## src/rtl/regfile_write_port_if.sv

```systemverilog
// Write-request channel into the register-file write buffer.
// valid/ready: a request {wr_num, wr_data} transfers on a rising edge where wr_valid && wr_ready;
// the master holds wr_num/wr_data stable while wr_valid is high, and wr_ready never depends on wr_valid.
interface regfile_write_port_if #(
   parameter int WIDTH = 16
);
   logic             wr_valid;
   logic             wr_ready;
   logic [2:0]       wr_num;
   logic [WIDTH-1:0] wr_data;

   modport master (output wr_valid, output wr_num, output wr_data, input wr_ready);
   modport slave  (input wr_valid, input wr_num, input wr_data, output wr_ready);
endinterface

```

## src/rtl/regfile_write_port.sv

```systemverilog
// Write side of the 8-entry register file: buffers write requests in a small FIFO
// and commits the head entry into its target register one per cycle.
module regfile_write_port #(
   parameter int WIDTH = 16,
   parameter int DEPTH = 2
) (
   input  logic                  clk,
   input  logic                  reset_n,
   regfile_write_port_if.slave   wr,
   input  logic                  commit_en,
   output logic [WIDTH-1:0]      R0,
   output logic [WIDTH-1:0]      R1,
   output logic [WIDTH-1:0]      R2,
   output logic [WIDTH-1:0]      R3,
   output logic [WIDTH-1:0]      R4,
   output logic [WIDTH-1:0]      R5,
   output logic [WIDTH-1:0]      R6,
   output logic [WIDTH-1:0]      R7,
   output logic [7:0]            decoded_write_num,
   output logic [7:0]            pending,
   output logic [7:0]            commit_count
);
   localparam int PW = (DEPTH > 1) ? $clog2(DEPTH) : 1;
   localparam int CW = $clog2(DEPTH + 1);

   typedef logic [PW-1:0] ptr_t;

   logic [2:0]       num_q  [DEPTH];
   logic [2:0]       num_d  [DEPTH];
   logic [WIDTH-1:0] data_q [DEPTH];
   logic [WIDTH-1:0] data_d [DEPTH];
   ptr_t             head_q, head_d;
   ptr_t             tail_q, tail_d;
   logic [CW-1:0]    count_q, count_d;
   logic [WIDTH-1:0] regs_q [8];
   logic [WIDTH-1:0] regs_d [8];
   logic [7:0]       dec_q, dec_d;
   logic [7:0]       cc_q, cc_d;
   logic             push, pop;

   function automatic ptr_t ptr_inc(input ptr_t p);
      return (p == ptr_t'(DEPTH - 1)) ? '0 : p + ptr_t'(1);
   endfunction

   // Count is zero while in reset, so this alone keeps ready low then.
   assign wr.wr_ready = reset_n && (count_q < CW'(DEPTH));

   assign push = wr.wr_valid && wr.wr_ready;
   assign pop  = commit_en && (count_q != '0);

   always_comb begin
      num_d   = num_q;
      data_d  = data_q;
      regs_d  = regs_q;
      head_d  = head_q;
      tail_d  = tail_q;
      count_d = count_q;
      dec_d   = '0;
      cc_d    = cc_q;
      if (pop) begin
         regs_d[num_q[head_q]] = data_q[head_q];
         dec_d                 = 8'(1) << num_q[head_q];
         cc_d                  = cc_q + 8'd1;
         head_d                = ptr_inc(head_q);
      end
      if (push) begin
         num_d[tail_q]  = wr.wr_num;
         data_d[tail_q] = wr.wr_data;
         tail_d         = ptr_inc(tail_q);
      end
      if (push && !pop) begin
         count_d = count_q + CW'(1);
      end else if (pop && !push) begin
         count_d = count_q - CW'(1);
      end
   end

   // A slot is live when its distance from head is below count.
   always_comb begin
      pending = '0;
      for (int i = 0; i < DEPTH; i++) begin
         if (CW'((i + DEPTH - int'(head_q)) % DEPTH) < count_q) begin
            pending = pending | (8'(1) << num_q[i]);
         end
      end
   end

   always_ff @(posedge clk or negedge reset_n) begin
      if (!reset_n) begin
         for (int i = 0; i < DEPTH; i++) begin
            num_q[i]  <= '0;
            data_q[i] <= '0;
         end
         for (int r = 0; r < 8; r++) begin
            regs_q[r] <= '0;
         end
         head_q  <= '0;
         tail_q  <= '0;
         count_q <= '0;
         dec_q   <= '0;
         cc_q    <= '0;
      end else begin
         num_q   <= num_d;
         data_q  <= data_d;
         regs_q  <= regs_d;
         head_q  <= head_d;
         tail_q  <= tail_d;
         count_q <= count_d;
         dec_q   <= dec_d;
         cc_q    <= cc_d;
      end
   end

   assign R0 = regs_q[0];
   assign R1 = regs_q[1];
   assign R2 = regs_q[2];
   assign R3 = regs_q[3];
   assign R4 = regs_q[4];
   assign R5 = regs_q[5];
   assign R6 = regs_q[6];
   assign R7 = regs_q[7];

   assign decoded_write_num = dec_q;
   assign commit_count      = cc_q;
endmodule

```

## src/flat_wrapper.sv

```systemverilog
// flat-port wrapper written by rule: the top's interface ports become plain ports
module regfile_write_port_flat 
#(
   parameter int WIDTH = 16,
   parameter int DEPTH = 2
)
  (clk, reset_n, commit_en, R0, R1, R2, R3, R4, R5, R6, R7, decoded_write_num, pending, commit_count, wr_wr_valid, wr_wr_num, wr_wr_data, wr_wr_ready);
  regfile_write_port_if #(.WIDTH(WIDTH)) wr_i ();
  input  logic clk;
  input  logic reset_n;
  input  logic commit_en;
  output logic [WIDTH-1:0] R0;
  output logic [WIDTH-1:0] R1;
  output logic [WIDTH-1:0] R2;
  output logic [WIDTH-1:0] R3;
  output logic [WIDTH-1:0] R4;
  output logic [WIDTH-1:0] R5;
  output logic [WIDTH-1:0] R6;
  output logic [WIDTH-1:0] R7;
  output logic [7:0] decoded_write_num;
  output logic [7:0] pending;
  output logic [7:0] commit_count;
  input wire logic [$bits(wr_i.wr_valid)-1:0] wr_wr_valid;
  input wire logic [$bits(wr_i.wr_num)-1:0] wr_wr_num;
  input wire logic [$bits(wr_i.wr_data)-1:0] wr_wr_data;
  output wire logic [$bits(wr_i.wr_ready)-1:0] wr_wr_ready;
  assign wr_i.wr_valid = wr_wr_valid;
  assign wr_i.wr_num = wr_wr_num;
  assign wr_i.wr_data = wr_wr_data;
  assign wr_wr_ready = wr_i.wr_ready;
  regfile_write_port #(.WIDTH(WIDTH), .DEPTH(DEPTH)) u_core (.clk(clk), .reset_n(reset_n), .wr(wr_i), .commit_en(commit_en), .R0(R0), .R1(R1), .R2(R2), .R3(R3), .R4(R4), .R5(R5), .R6(R6), .R7(R7), .decoded_write_num(decoded_write_num), .pending(pending), .commit_count(commit_count));
endmodule
```

## config.mk

```make
export PLATFORM = sky130hd
export DESIGN_NAME = regfile_write_port_flat
export DESIGN_NICKNAME = d
export VERILOG_FILES = /design/src/rtl/regfile_write_port_if.sv /design/src/rtl/regfile_write_port.sv /design/src/flat_wrapper.sv
export SDC_FILE = /design/constraint.sdc
export NUM_CORES = 1
export LEC_CHECK = 0
export CAP_MARGIN = 0
export CELL_PAD_IN_SITES_DETAIL_PLACEMENT = 0
export CELL_PAD_IN_SITES_GLOBAL_PLACEMENT = 1
export CORE_MARGIN = 3
export CORE_UTILIZATION = 44
export DETAILED_ROUTE_END_ITERATION = 12
export PLACE_DENSITY = 0.82
export SYNTH_ARGS = -nofsm -noshare
export SYNTH_HDL_FRONTEND = slang
export SYNTH_SLANG_ARGS = --single-unit
```

## constraint.sdc

```tcl
create_clock -name clk -period 5.2 [get_ports clk]
set_input_delay 0.52 -clock clk [delete_from_list [all_inputs] [get_ports clk]]
set_output_delay 0.52 -clock clk [all_outputs]
set_load 0.05 [all_outputs]
```

==> results of run 1 <==
registers in the layout, summed over array words and instances, names as in the netlist, 16 cells and up:
| register | count |
|---|---|
| u_core.data_q | 32 |
| u_core.R0 | 16 |
| u_core.R7 | 16 |
| u_core.R4 | 16 |
| u_core.R2 | 16 |
| u_core.R1 | 16 |
| u_core.R3 | 16 |
| u_core.R5 | 16 |
| u_core.R6 | 16 |
metal layers:
metal | part of all wire, % | routed length, um
met3 | 4.3 | 773
met5 | 0 | 0
met1 | 43 | 7850
met2 | 50 | 9100
met4 | 1.8 | 323
worst paths after layout:
path | from | end | slack [ps] | cells after the start
worst min register to register | u_core.commit_count[7]$_DFFE_PN0P_ | u_core.commit_count[7]$_DFFE_PN0P_ | 480 | 1
worst min-delay path | reset_n | u_core.R6[12]$_DFFE_PN0P_ | 210 | 1
max in group asynchronous | reset_n | u_core.R0[11]$_DFFE_PN0P_ | 3470 | 2
worst max-delay path | u_core.head_q$_DFFE_PN0P_ | pending[2] | 1560 | 4
min in group clk | u_core.commit_count[7]$_DFFE_PN0P_ | u_core.commit_count[7]$_DFFE_PN0P_ | 480 | 1
worst max register to register | u_core.head_q$_DFFE_PN0P_ | u_core.R5[0]$_DFFE_PN0P_ | 2070 | 3
metrics by stage:
step	instance area, um2	util (%)	hold WS [ps]
floorplan	7590	-	224
global placement	9480	56.6	458
detailed placement	9480	56.6	463
CTS	10200	60.7	255
global route	10200	60.7	260
finish	10200	60.7	207
kinds of logic after synthesis:
logic type / synth area share, %
xor gates and xnor gates: 1.38
DFF: 61.3
adders and majority gates: 0.330
AOI/OAI and AO/OA: 2.97
buffers and inverters: 2.44
muxes: 28.8
and+or+nand+nor: 2.77
synthesized netlist by cell type, drive strengths merged:
cell / count / share of area (%)
dfrtp: 186 / 61
mux2: 183 / 28
buf: 16 / 2.2
nand2: 8 / 0.40
xnor2: 7 / 0.81
a211oi: 6 / 1.6
o22ai: 6 / 0.49
nand2b: 5 / 0.41
xor2: 5 / 0.58
inv: 4 / 0.26
nand3b: 4 / 0.40
nand4: 3 / 0.25
nor2: 3 / 0.18
nor3: 3 / 0.20
ha: 2 / 0.33
nand3: 2 / 0.13
nor2b: 2 / 0.16
o211ai: 2 / 0.33
o32ai: 2 / 0.23
or2: 2 / 0.16
or3b: 2 / 0.30
a21oi: 1 / 0.066
and3: 1 / 0.082
mux2i: 1 / 0.30
nor3b: 1 / 0.099
o21a: 1 / 0.099
o21ai: 1 / 0.066
o21bai: 1 / 0.099
cell type report:
| type | count | area [um2] |
|---|---|---|
| clock inverter | 11 | 238 |
| clock buffer | 21 | 460 |
| sequential | 186 | 4650 |
| multi-input combinational | 254 | 2750 |
| tap | 220 | 275 |
| inverter | 4 | 20.0 |
| fill | 1290 | 6580 |
| timing repair buffer | 178 | 1780 |
==> impl_metrics.toml, run 1 <==
[synth]
post_synth.cell_area_avg_um2 = 16.5
synthesis.area_mm2 = 0.00759
ys_types = 36
synth-seq-area-share_pct = 61.3
syn_inst = 460
syn_nets = 485
yosysWarningCount = 0
synth_seq_cells = 186

[timing]
min_period_ps = 3640
setup_slack_ps = 1560
setup_viol = 0
worstMarginPinSlew_ps = 1200
fin_worst_skew_ps = 8.06
final.period_utilization_pct = 70.1
fmax_ghz = 0.275
fin_tns_setup_ps = 0
finalHoldViolCount = 0
drv_slew = 0
rsz0062_at_grt = "false"
worst_slew_margin_rel_pct = 19.8

[setup_path]
critPathRequiredTime_ps = 4680
critPathKind = "reg2out"
path_buf_inv = 1
crit_family = "flip-flops"
slowest_stage = "dfrtp_1"
worstPathCellList = "a21oi_1, or2_2, o22ai_1, clkdlybuf4s50_1"
cp.arrival_ps = 3120
path_max_fanout = 29
cp-start-kind = "flop"
worst_path_largest_cell_delay_ps = 1140
cp-end-kind = "output port"

[clock_network]
cts_root_buf = "clkbuf_16"
cts_buffer_depth = 2
clkTransAtPathRegs_ps = 70
cts.sinks = 186
cts_resized = 0
cts_tree = "built"
post-cts-setup-buffer-count = 0
cts_max_level = 4
cts_hold_buf = 0
cts_made_buffers = 17
clock_latency_ps = 420

[drt]
dr_total_vias = 4473
post_drt_wl_per_cell_um = 20.6
ant_nets = 0
drt_pass1_iterations = 4
routed_wl_mm = 18.0
via_per_inst = 5.12
drc_errors = 0
drt_iter0_markers = 207

[floorplanning]
dieHeight_um = 137
die_area_mm2 = 0.0189
die_x_um = 137
ios = 176
coreArea_mm2 = 0.0168
start_util_pct = 45.3
core.rowCount = 47

[global_route]
grtUsageMet3_pct = 4.49
antenna_found_initial = 0
grt_max_degree = 116
overflow = 0
grt_pass1_vias = 4938
busiest_layer = "met2"
track_usage_pct = 19.9
grt_pass1_wl_mm = 28.4
use_met2_pct = 32.7
use_met1_pct = 26.3

[placement]
gp_congestion = 0.765
port-buffer-count = 175
hpwlAfterDp_mm = 12.6
dp_slack_ps = 1970
dp.cells = 842

[run]
maxCapViolCount = 0

[status]
outcome = "complete, no violations"

[min_path]
hold_class = "in2async"

[final_layout]
nNetsFinal = 666
layout_commonest_cell = "dfrtp_1"
final_cell_mix = "186 x dfrtp_1, 174 x clkdlybuf4s50_1, 152 x mux2_2, 27 x mux2_4, 17 x clkbuf_16"
stdcell_count = 874
layout-drive-gt1-share_pct = 34.9
syn_to_final_growth_pct = 34.1
diodes = 0
Power of run 1 is not shown: default switching activity piles up to over one toggle a cycle in this logic, so the estimate is an artifact.
==> inputs of run 2 (changes only) <==
--- a/config.mk
+++ b/config.mk
@@ -9,9 +9,9 @@
 export CELL_PAD_IN_SITES_DETAIL_PLACEMENT = 0
 export CELL_PAD_IN_SITES_GLOBAL_PLACEMENT = 1
 export CORE_MARGIN = 3
-export CORE_UTILIZATION = 44
+export CORE_UTILIZATION = 41
 export DETAILED_ROUTE_END_ITERATION = 12
-export PLACE_DENSITY = 0.82
+export PLACE_DENSITY = 0.77
 export SYNTH_ARGS = -nofsm -noshare
 export SYNTH_HDL_FRONTEND = slang
 export SYNTH_SLANG_ARGS = --single-unit
==> constraint.sdc (replaced) <==
create_clock -name clk -period 3.5 [get_ports clk]
set_input_delay 0.35 -clock clk [delete_from_list [all_inputs] [get_ports clk]]
set_output_delay 0.35 -clock clk [all_outputs]
set_load 0.05 [all_outputs]
==> run 2 against run 1 <==
  * Design area is essentially flat
  * Clock skew up 3.2 ps
  * Via count up 0.72%
  * Die area is 7.0% higher
  * Flip-flop and latch count did not move
  * First-iteration DRC count rose by 9.2%
  * Utilization shrank 4.4 points
  * Critical endpoint is now pending[4]
  * Global-route usage decreased by 1.6 points
  * Register-to-register slack worse by 1100 ps
  * Worst hold slack improved by 79 ps
==> impl_metrics.toml, run 2 (synthesis results as in run 1) <==
[drt]
dr_total_vias = 4505
m1WireLength_mm = 7.88
post_drt_wl_per_cell_um = 20.4
drt_iter0_markers = 226
via_per_inst = 5.06
wl_met3_mm = 1.19
routed_wl_mm = 18.1
drc_errors = 0
highest_layer = "met4"
met2_length_mm = 8.62
drt_pass1_iterations = 4
ant_nets = 0

[floorplanning]
die_x_um = 142
start_util_pct = 42.0
die_area_mm2 = 0.0202
core.rowCount = 49
dieHeight_um = 142
ios = 176
coreArea_mm2 = 0.0181

[clock_network]
cts_buffer_depth = 2
cts_made_buffers = 17
cts_root_buf = "clkbuf_16"
clock_latency_ps = 430
cts.sinks = 186
post-cts-setup-buffer-count = 0
cts_tree = "built"
clkTransAtPathRegs_ps = 70
cts_resized = 0
cts_max_level = 4

[final_layout]
fillCellCount = 1409
diodes = 0
regMostFlops = "u_core.data_q"
nNetsFinal = 673
syn_to_final_growth_pct = 34.1
layout-drive-gt1-share_pct = 35.7
final_cell_mix = "186 x dfrtp_1, 174 x clkdlybuf4s50_1, 152 x mux2_2, 27 x mux2_4, 17 x clkbuf_16"
largest_reg_flops = 32
layout_commonest_cell = "dfrtp_1"

[setup_path]
slowest_stage = "clkdlybuf4s50_1"
crit_start = "u_core.head_q$_DFFE_PN0P_"
cp.arrival_ps = 2740
r2r_start = "u_core.head_q$_DFFE_PN0P_"
worst_path_largest_cell_delay_ps = 860
critPathRequiredTime_ps = 3150
worstPathCellList = "a21oi_1, or2_2, o32ai_1, clkdlybuf4s50_1"
cp-start-kind = "flop"
path_buf_inv = 1
critPathKind = "reg2out"
path_max_fanout = 19
crit_family = "buffers and inverters"
reg2regPathDepth = 4
cp-end-kind = "output port"
path_depth = 4

[status]
outcome = "complete, no violations"

[placement]
port-buffer-count = 175
hpwlAfterDp_mm = 12.6
gp_congestion = 0.810

[timing]
fin_tns_setup_ps = 0
fin_worst_skew_ps = 11.3
fmax_ghz = 0.323
setup_viol = 0
final.period_utilization_pct = 88.3
min_period_ps = 3090
rsz0062_at_grt = "false"
finalHoldViolCount = 0
worst_slew_margin_rel_pct = 25.4
drv_slew = 0
worstMarginPinSlew_ps = 1120

[run]
maxCapViolCount = 0

[min_path]
hold_class = "in2async"

[global_route]
track_usage_pct = 18.3
overflow = 0
grt_pass1_vias = 4860
antenna_found_initial = 0
grt_max_degree = 185
grt_pass1_wl_mm = 28.2
[run 2: changes by cell type in the layout (fill, tap and decap cells not counted)]
cell           previous run  this run
clkbuf_1                  2         0
clkinv_8                  0         1
dlygate4sd3_1             0         1
buf_12                    0         1
buf_4                     3         8
clkbuf_8                  3         2
clkinvlp_4                0         2
bufinv_16                 7         3
inv_6                     3         7
[run 2: worst paths after layout]
path,to,slack [ps]
setup / recovery,pending[4],410
hold / removal,u_core.R5[12]$_DFFE_PN0P_,290
setup reg to reg,u_core.R6[10]$_DFFE_PN0P_,940
hold reg to reg,u_core.commit_count[7]$_DFFE_PN0P_,480
max in group asynchronous,u_core.R7[1]$_DFFE_PN0P_,2000
min in group clk,u_core.commit_count[7]$_DFFE_PN0P_,480
[run 2: timing repair]
action | 4_1_cts | 5_1_grt
hold buffers | 1 | 0
setup endpoints to repair | 0 | 0
hold endpoints to repair | 2 | 0
[run 2: metal layers]
layer  global-route usage [%]  vias up
li1                         -     2018
met1                     23.6     2345
met5                        0        -
met3                     6.08       25
met2                     29.0      117
met4                     6.41        0
[run 2: final cells by class]
cell class / count / area [um2] / area share [%]
sequential: 186 / 4650 / 45.7
clock inverter: 14 / 184 / 1.81
clock buffer: 18 / 439 / 4.31
multi-input combinational: 254 / 2750 / 27.0
tap: 229 / 287 / 2.81
inverter: 4 / 20.0 / 0.197
timing repair buffer: 185 / 1850 / 18.1
[run 2: stage by stage]
step	utilization [%]	instance area, um2	worst slack [ps]	instances	hold slack, ps
2_1_floorplan	-	7590	947	460	54.4
3_3_place_gp	52.8	9550	880	857	169
3_5_place_dp	52.8	9550	799	857	169
4_1_cts	56.3	10200	368	890	267
5_1_grt	56.3	10200	190	890	287
6_report	56.3	10200	408	890	286
[run 2: worst reg2reg max path, stage by stage, from the launching register on]
cell,delay [ps]
dfrtp_1,810
mux2_2,500
a211oi_4,490
buf_4,330
mux2_4,320
Power of run 2 is left out for the same reason.
